File: src/rtl/timer_irq_if.sv
// Wishbone-style register bus between a host and the timer_irq slave.
// Signal names follow the slave's point of view (i_ driven by the host, o_ by the timer).
interface timer_irq_if #(parameter int W = 32);
   logic         i_wb_cyc;
   logic [1:0]   i_wb_adr;
   logic [W-1:0] i_wb_dat;
   logic         i_wb_we;
   logic [W-1:0] o_wb_rdt;
   logic         o_wb_ack;

   modport master (
      output i_wb_cyc, i_wb_adr, i_wb_dat, i_wb_we,
      input  o_wb_rdt, o_wb_ack
   );

   modport slave (
      input  i_wb_cyc, i_wb_adr, i_wb_dat, i_wb_we,
      output o_wb_rdt, o_wb_ack
   );
endinterface

File: src/rtl/timer_irq.sv
// Bus-programmable 32-bit timer with prescaler, compare match and periodic/one-shot modes.
// o_irq is a level held until software clears STATUS[0]; the interrupt controller edge-detects it.
module timer_irq #(
   parameter int W  = 32,
   parameter int PW = 8
) (
   input  logic        clk,
   input  logic        rstn,
   timer_irq_if.slave  bus,
   output logic        o_irq
);

   localparam logic [1:0] A_CTRL    = 2'd0;
   localparam logic [1:0] A_STATUS  = 2'd1;
   localparam logic [1:0] A_COMPARE = 2'd2;
   localparam logic [1:0] A_COUNT   = 2'd3;

   logic          r_ack;
   logic          r_en;
   logic          r_oneshot;
   logic          r_ien;
   logic [PW-1:0] r_presc;
   logic [PW-1:0] r_pc;
   logic          r_match;
   logic [W-1:0]  r_compare;
   logic [W-1:0]  r_count;

   logic          w_wr;
   logic          w_wrCtrl;
   logic          w_wrStatus;
   logic          w_wrCompare;
   logic          w_wrCount;
   logic          w_tick;
   logic          w_hit;
   logic [W-1:0]  w_rdt;
   logic          w_unusedDat;

   assign w_wr        = bus.i_wb_we & r_ack;
   assign w_wrCtrl    = w_wr & (bus.i_wb_adr == A_CTRL);
   assign w_wrStatus  = w_wr & (bus.i_wb_adr == A_STATUS);
   assign w_wrCompare = w_wr & (bus.i_wb_adr == A_COMPARE);
   assign w_wrCount   = w_wr & (bus.i_wb_adr == A_COUNT);
   assign w_tick      = r_en & (r_pc == r_presc);
   assign w_hit       = w_tick & (r_count == r_compare);
   assign w_unusedDat = ^{bus.i_wb_dat[7:3], bus.i_wb_dat[W-1:8+PW]};

   always_ff @(posedge clk or negedge rstn) begin
      if (!rstn) begin
         r_ack <= 1'b0;
      end else begin
         r_ack <= bus.i_wb_cyc & ~r_ack;
      end
   end

   // A software CTRL write takes priority over the one-shot self-disable.
   always_ff @(posedge clk or negedge rstn) begin
      if (!rstn) begin
         r_en      <= 1'b0;
         r_oneshot <= 1'b0;
         r_ien     <= 1'b0;
         r_presc   <= '0;
      end else if (w_wrCtrl) begin
         r_en      <= bus.i_wb_dat[0];
         r_oneshot <= bus.i_wb_dat[1];
         r_ien     <= bus.i_wb_dat[2];
         r_presc   <= bus.i_wb_dat[8 +: PW];
      end else if (w_hit && r_oneshot) begin
         r_en <= 1'b0;
      end
   end

   always_ff @(posedge clk or negedge rstn) begin
      if (!rstn) begin
         r_pc <= '0;
      end else if (!r_en || (w_wrCtrl && !bus.i_wb_dat[0]) || w_tick) begin
         r_pc <= '0;
      end else begin
         r_pc <= r_pc + PW'(1);
      end
   end

   // A bus write to COUNT overrides both the increment and the match reload.
   always_ff @(posedge clk or negedge rstn) begin
      if (!rstn) begin
         r_count <= '0;
      end else if (w_wrCount) begin
         r_count <= bus.i_wb_dat;
      end else if (w_hit) begin
         r_count <= '0;
      end else if (w_tick) begin
         r_count <= r_count + W'(1);
      end
   end

   always_ff @(posedge clk or negedge rstn) begin
      if (!rstn) begin
         r_compare <= '0;
      end else if (w_wrCompare) begin
         r_compare <= bus.i_wb_dat;
      end
   end

   // A new match beats a simultaneous W1C so no event is lost.
   always_ff @(posedge clk or negedge rstn) begin
      if (!rstn) begin
         r_match <= 1'b0;
      end else if (w_hit) begin
         r_match <= 1'b1;
      end else if (w_wrStatus && bus.i_wb_dat[0]) begin
         r_match <= 1'b0;
      end
   end

   always_comb begin
      w_rdt = '0;
      case (bus.i_wb_adr)
         A_CTRL: begin
            w_rdt[0]         = r_en;
            w_rdt[1]         = r_oneshot;
            w_rdt[2]         = r_ien;
            w_rdt[8 +: PW]   = r_presc;
         end
         A_STATUS:  w_rdt[0] = r_match;
         A_COMPARE: w_rdt    = r_compare;
         A_COUNT:   w_rdt    = r_count;
         default:   w_rdt    = '0;
      endcase
   end

   assign bus.o_wb_rdt = w_rdt;
   assign bus.o_wb_ack = r_ack;
   assign o_irq        = r_match & r_ien;

endmodule

File: src/flat_wrapper.sv
// flat-port wrapper written by rule: the top's interface ports become plain ports
module timer_irq_flat 
#(
   parameter int W  = 32,
   parameter int PW = 8
)
  (clk, rstn, o_irq, bus_i_wb_cyc, bus_i_wb_adr, bus_i_wb_dat, bus_i_wb_we, bus_o_wb_rdt, bus_o_wb_ack);
  timer_irq_if #(.W(W)) bus_i ();
  input  logic clk;
  input  logic rstn;
  output logic o_irq;
  input wire logic [$bits(bus_i.i_wb_cyc)-1:0] bus_i_wb_cyc;
  input wire logic [$bits(bus_i.i_wb_adr)-1:0] bus_i_wb_adr;
  input wire logic [$bits(bus_i.i_wb_dat)-1:0] bus_i_wb_dat;
  input wire logic [$bits(bus_i.i_wb_we)-1:0] bus_i_wb_we;
  output wire logic [$bits(bus_i.o_wb_rdt)-1:0] bus_o_wb_rdt;
  output wire logic [$bits(bus_i.o_wb_ack)-1:0] bus_o_wb_ack;
  assign bus_i.i_wb_cyc = bus_i_wb_cyc;
  assign bus_i.i_wb_adr = bus_i_wb_adr;
  assign bus_i.i_wb_dat = bus_i_wb_dat;
  assign bus_i.i_wb_we = bus_i_wb_we;
  assign bus_o_wb_rdt = bus_i.o_wb_rdt;
  assign bus_o_wb_ack = bus_i.o_wb_ack;
  timer_irq #(.W(W), .PW(PW)) u_core (.clk(clk), .rstn(rstn), .bus(bus_i), .o_irq(o_irq));
endmodule
File: config.mk
export PLATFORM = sky130hd
export DESIGN_NAME = timer_irq_flat
export DESIGN_NICKNAME = d
export VERILOG_FILES = /design/src/rtl/timer_irq_if.sv /design/src/rtl/timer_irq.sv /design/src/flat_wrapper.sv
export SDC_FILE = /design/constraint.sdc
export NUM_CORES = 1
export LEC_CHECK = 0
export ABC_AREA = 1
export CORE_MARGIN = 3
export CORE_UTILIZATION = 47
export CTS_CLUSTER_DIAMETER = 150
export DETAILED_ROUTE_END_ITERATION = 8
export PLACE_DENSITY = 0.81
export SYNTH_ARGS = -nofsm -noshare
export SYNTH_HDL_FRONTEND = slang
export SYNTH_SLANG_ARGS = --single-unit
File: constraint.sdc
create_clock -name clk -period 1.5 [get_ports clk]
set_input_delay 0.3 -clock clk [delete_from_list [all_inputs] [get_ports clk]]
set_output_delay 0.3 -clock clk [all_outputs]
set_load 0.01 [all_outputs]
==> impl_metrics.prom <==
# TYPE chip_impl_metric gauge
chip_impl_metric{name="nNetsFinal",unit=""} 1121
chip_impl_metric{name="row_count",unit=""} 40
chip_impl_metric{name="cell_internal_pwr",unit="mW"} 7.33
chip_impl_metric{name="remaining_global_route_overflow",unit=""} 0
chip_impl_metric{name="post_synth_num_cell_types",unit=""} 34
chip_impl_metric{name="power_share_of_the_sequential_group",unit="%"} 31.4
chip_impl_metric{name="cts-buffers-inserted",unit=""} 9
chip_impl_info{name="failed_checks",value="hold timing, setup timing"} 1
chip_impl_metric{name="ratio_of_cells_with_drive_above_1_in_the_final_layout",unit="%"} 34.9
chip_impl_metric{name="first_pass_grt_wire_length",unit="um"} 31400
chip_impl_metric{name="syn-instance-count",unit=""} 866
chip_impl_metric{name="setup-violations-final",unit=""} 55
chip_impl_metric{name="placedCellCount",unit=""} 1208
chip_impl_metric{name="routed-via-count",unit=""} 6707
chip_impl_metric{name="r2r_setup_slack",unit="ns"} -0.19
chip_impl_metric{name="irDropWorstVdd",unit="mV"} 0.913
chip_impl_metric{name="maxClockFrequency",unit="GHz"} 0.592
chip_impl_metric{name="cap_viol_max_count",unit=""} 0
chip_impl_metric{name="core_region_area",unit="um^2"} 12100
chip_impl_metric{name="finalCoreUtilization",unit="%"} 72.6
chip_impl_metric{name="worstPathRequired",unit="ns"} 1.75
chip_impl_metric{name="synth.avg_cell_area",unit="um^2"} 6.78
chip_impl_info{name="clk_root_buffer_cell",value="sky130_fd_sc_hd__clkbuf_16"} 1
chip_impl_metric{name="synth_fp_nets",unit=""} 906
chip_impl_metric{name="global_route.usage.total",unit="%"} 28.1
chip_impl_metric{name="finalHoldViolCount",unit=""} 12
chip_impl_metric{name="finalNonFillerCells",unit=""} 1252
chip_impl_metric{name="timing.critical_path.slowest_cell_delay",unit="ns"} 0.42
chip_impl_metric{name="htree_levels",unit=""} 3
chip_impl_metric{name="total_switching_power",unit="mW"} 4.90
chip_impl_metric{name="ys_warn_count",unit=""} 0
chip_impl_metric{name="place_congestion",unit=""} 0.937
chip_impl_info{name="tritoncts",value="yes"} 1
chip_impl_metric{name="die_area",unit="um^2"} 13900
chip_impl_metric{name="layout_min_cycle_time",unit="ns"} 1.69
chip_impl_metric{name="clkLatencyLatePin",unit="ns"} 0.35
chip_impl_metric{name="clkPwrFrac",unit="%"} 18.1
chip_impl_metric{name="routedWlPerCell",unit="um"} 16.5
chip_impl_info{name="cpMostUsedCell",value="sky130_fd_sc_hd__nand2_1"} 1
chip_impl_metric{name="area_occupied_by_multi_input_gates",unit="um^2"} 3600
chip_impl_metric{name="diodes",unit=""} 0
chip_impl_metric{name="placement.io_buffers",unit=""} 71
chip_impl_metric{name="die_y",unit="um"} 118
chip_impl_metric{name="final.hold.worst_slack",unit="ns"} -0.0185
chip_impl_info{name="hold_class",value="in -> async"} 1
chip_impl_info{name="endpoint",value="u_core.r_count[27]"} 1
chip_impl_metric{name="drt_iter0_drc",unit=""} 551
chip_impl_metric{name="avgViaCountPerCell",unit=""} 5.36
chip_impl_metric{name="rr_worst_depth",unit=""} 10
chip_impl_metric{name="synth_top_area_share",unit="%"} 36.2
chip_impl_info{name="critical_path.endpoint_type",value="flip-flop"} 1
chip_impl_metric{name="power_leakage",unit="nW"} 4.44
chip_impl_metric{name="power.density_cell_area",unit="nW/um^2"} 1390
chip_impl_info{name="synth_area_leaders",value="sky130_fd_sc_hd__dfrtp_1, sky130_fd_sc_hd__nand2_1, sky130_fd_sc_hd__nand3_1"} 1
chip_impl_metric{name="dp_hpwl",unit="um"} 13300
chip_impl_metric{name="layout.cell_area.non_filler",unit="um^2"} 8790
chip_impl_metric{name="register_area",unit="um^2"} 2140
chip_impl_metric{name="route.antenna.remaining_nets",unit=""} 0
chip_impl_info{name="critical_path.reg2reg.endpoint",value="u_core.r_count[27]"} 1
chip_impl_info{name="run_status",value="finished with violations"} 1
chip_impl_metric{name="synth.ff_latch_count",unit=""} 85
chip_impl_metric{name="swShare",unit="%"} 40.1
chip_impl_info{name="final_common_cell",value="sky130_fd_sc_hd__nand2_1"} 1
chip_impl_metric{name="crit_arrival",unit="ns"} 1.94
chip_impl_info{name="unrepaired_setup_endpoints_after_global_routing",value="yes"} 1
chip_impl_info{name="critical_path.cell_chain",value="buf_4 > nand2_1 > nor2_1 > nand2_2 > nor2_4 > nand3_1 > nand2_1 > nand2_1 > nand3_2 > nand2_2"} 1
chip_impl_info{name="path_class",value="reg -> reg"} 1
chip_impl_metric{name="totalWireLength",unit="um"} 20600
chip_impl_metric{name="dpl-instance-area",unit="um^2"} 7780
chip_impl_metric{name="worst_clock_skew",unit="ns"} 0.00629
chip_impl_metric{name="number_of_antenna_violations_at_the_first_check_in_global_routing",unit=""} 0
chip_impl_info{name="setup.worst_path.start",value="u_core.r_count[11]"} 1
chip_impl_metric{name="slew_headroom",unit="%"} 68.3
chip_impl_metric{name="fin_setup_tns",unit="ns"} -6.00
chip_impl_info{name="crit-reg2reg-launch",value="u_core.r_count[11]"} 1
chip_impl_metric{name="numClockSinks",unit=""} 85
chip_impl_metric{name="fill_cells",unit=""} 880
chip_impl_metric{name="path_clk_slew",unit="ns"} 0.06
chip_impl_metric{name="measured_slew_at_the_worst_slew_check_pin",unit="ns"} 0.476
chip_impl_metric{name="max-clock-path-buffers",unit=""} 2
chip_impl_metric{name="number_of_global_route_vias_before_repair",unit=""} 6486
chip_impl_info{name="element_type_at_the_critical_path_start",value="flip-flop"} 1
chip_impl_metric{name="fin_ws",unit="ns"} -0.188
chip_impl_metric{name="detail_route.first_pass.iterations",unit=""} 5
chip_impl_metric{name="synth.cell_area",unit="um^2"} 5870
chip_impl_metric{name="fin_crit_sh",unit="%"} 113
chip_impl_info{name="cp_slowest_cell",value="sky130_fd_sc_hd__dfrtp_1"} 1
chip_impl_info{name="synthDominantAreaCellType",value="sky130_fd_sc_hd__dfrtp_1"} 1
chip_impl_metric{name="path_max_fanout",unit=""} 5
chip_impl_metric{name="portion_of_total_power_attributed_to_combinational_logic",unit="%"} 50.5
chip_impl_metric{name="ys_seq_area_share",unit="%"} 36.2
chip_impl_metric{name="drc",unit=""} 0
chip_impl_metric{name="grt_max_degree",unit=""} 86
chip_impl_metric{name="finalMaxSlewViolations",unit=""} 0
chip_impl_metric{name="dieWidth",unit="um"} 118
chip_impl_metric{name="flow.area_growth_from_synthesis",unit="%"} 49.6
chip_impl_metric{name="floorplan.initialDensity",unit="%"} 48.5
chip_impl_info{name="commonest_non_fill_non_tap_cells_in_the_layout",value="sky130_fd_sc_hd__nand2_1, sky130_fd_sc_hd__buf_4, sky130_fd_sc_hd__inv_1"} 1
chip_impl_metric{name="io-pin-count",unit=""} 72
chip_impl_metric{name="cts_hold_buf",unit=""} 0
-- routing by layer --
metal | wire [um] | part of all wire [%] | track usage, % | vias to the layer above
met2 | 10100 | 49 | 47.9 | 334
li1 | - | - | - | 3130
met1 | 8280 | 40 | 35.8 | 3186
met5 | 0 | 0 | 0 | -
met3 | 1500 | 7.3 | 4.23 | 57
met4 | 684 | 3.3 | 11.6 | 0
-- cells by family after synthesis --
group	synth area share [%]
mux	4.03
buf+inv	11.0
fa+ha+maj	0.426
simple gates	35.4
compound gates	6.20
xor+xnor	6.71
flops	36.2
-- synth_stat cells, drive strengths merged --
master	instances
nor3b	2
nor3	11
and3	1
o221ai	9
mux2	21
o31ai	1
buf	21
xnor2	25
inv	115
a21oi	11
nand3b	2
nand3	88
clkbuf	11
nand2	303
a22o	2
nand4	6
o22ai	6
clkinv	15
nor2	76
ha	2
dfrtp	85
xor2	20
o211ai	1
o21ai	32
-- state kept, by name, indices dropped and copies added, names as in the netlist --
register	count
u_core.bus.o_wb_ack	1
u_core.r_ien	1
u_core.r_presc	8
u_core.r_count	32
u_core.r_compare	32
u_core.r_oneshot	1
u_core.r_match	1
u_core.r_pc	8
u_core.r_en	1
-- power by group through the flow --
stage / logic (mW) / clock network, mW / registers [mW]
5_1_grt: 6.75 / 2.33 / 3.91
3_5_place_dp: 5.25 / 0 / 3.71
3_3_place_gp: 5.11 / 0 / 3.67
4_1_cts: 5.39 / 2.24 / 3.72
2_1_floorplan: 2.86 / 0 / 3.55
6_report: 6.18 / 2.22 / 3.84
-- through the flow --
stage	hold WS, ns	setup WS, ns	power (mW)
floorplan	0.00441	0.0122	6.42
global placement	0.373	-0.850	8.78
detailed placement	0.379	-0.892	8.95
CTS	0.00485	-0.135	11.3
global route	0.0224	-0.277	13.0
finish	-0.0185	-0.188	12.2
-- worst min-delay path by stage --
stage                     startpoint                    to  slack, ns  cells after the start
after floorplan                 rstn   u_core.bus.o_wb_ack      0.004                      0
after global placement          rstn  u_core.r_compare[30]       0.37                      2
after detailed placement        rstn  u_core.r_compare[30]       0.38                      2
after CTS                       rstn    u_core.r_count[27]      0.005                      2
after global routing            rstn    u_core.r_count[27]       0.02                      2
final                           rstn    u_core.r_count[27]      -0.02                      2
-- cell type report --
class                      count  share of cell area [%]
inverter                     130                    5.61
clock inverter                 2                   0.399
tap                          168                    2.39
clock buffer                  12                    2.80
multi-input combinational    620                    40.9
sequential                    85                    24.3
timing repair buffer         235                    23.5
-- what timing repair did --
| action | in CTS | in global routing |
|---|---|---|
| buffers inserted | 15 | 14 |
| pin swaps | 9 | 35 |
| gates resized for setup | 210 | 115 |
| cloned | 4 | 1 |
| endpoints found under the setup margin | 96 | 88 |
-- worst max-delay path: cells and delay by family (launching register included) --
family,cells,cell delay [ns]
buffers and inverters,1,0.17
and+or+nand+nor,9,1.00
DFF,1,0.42
(Power assumes the default switching activity.)
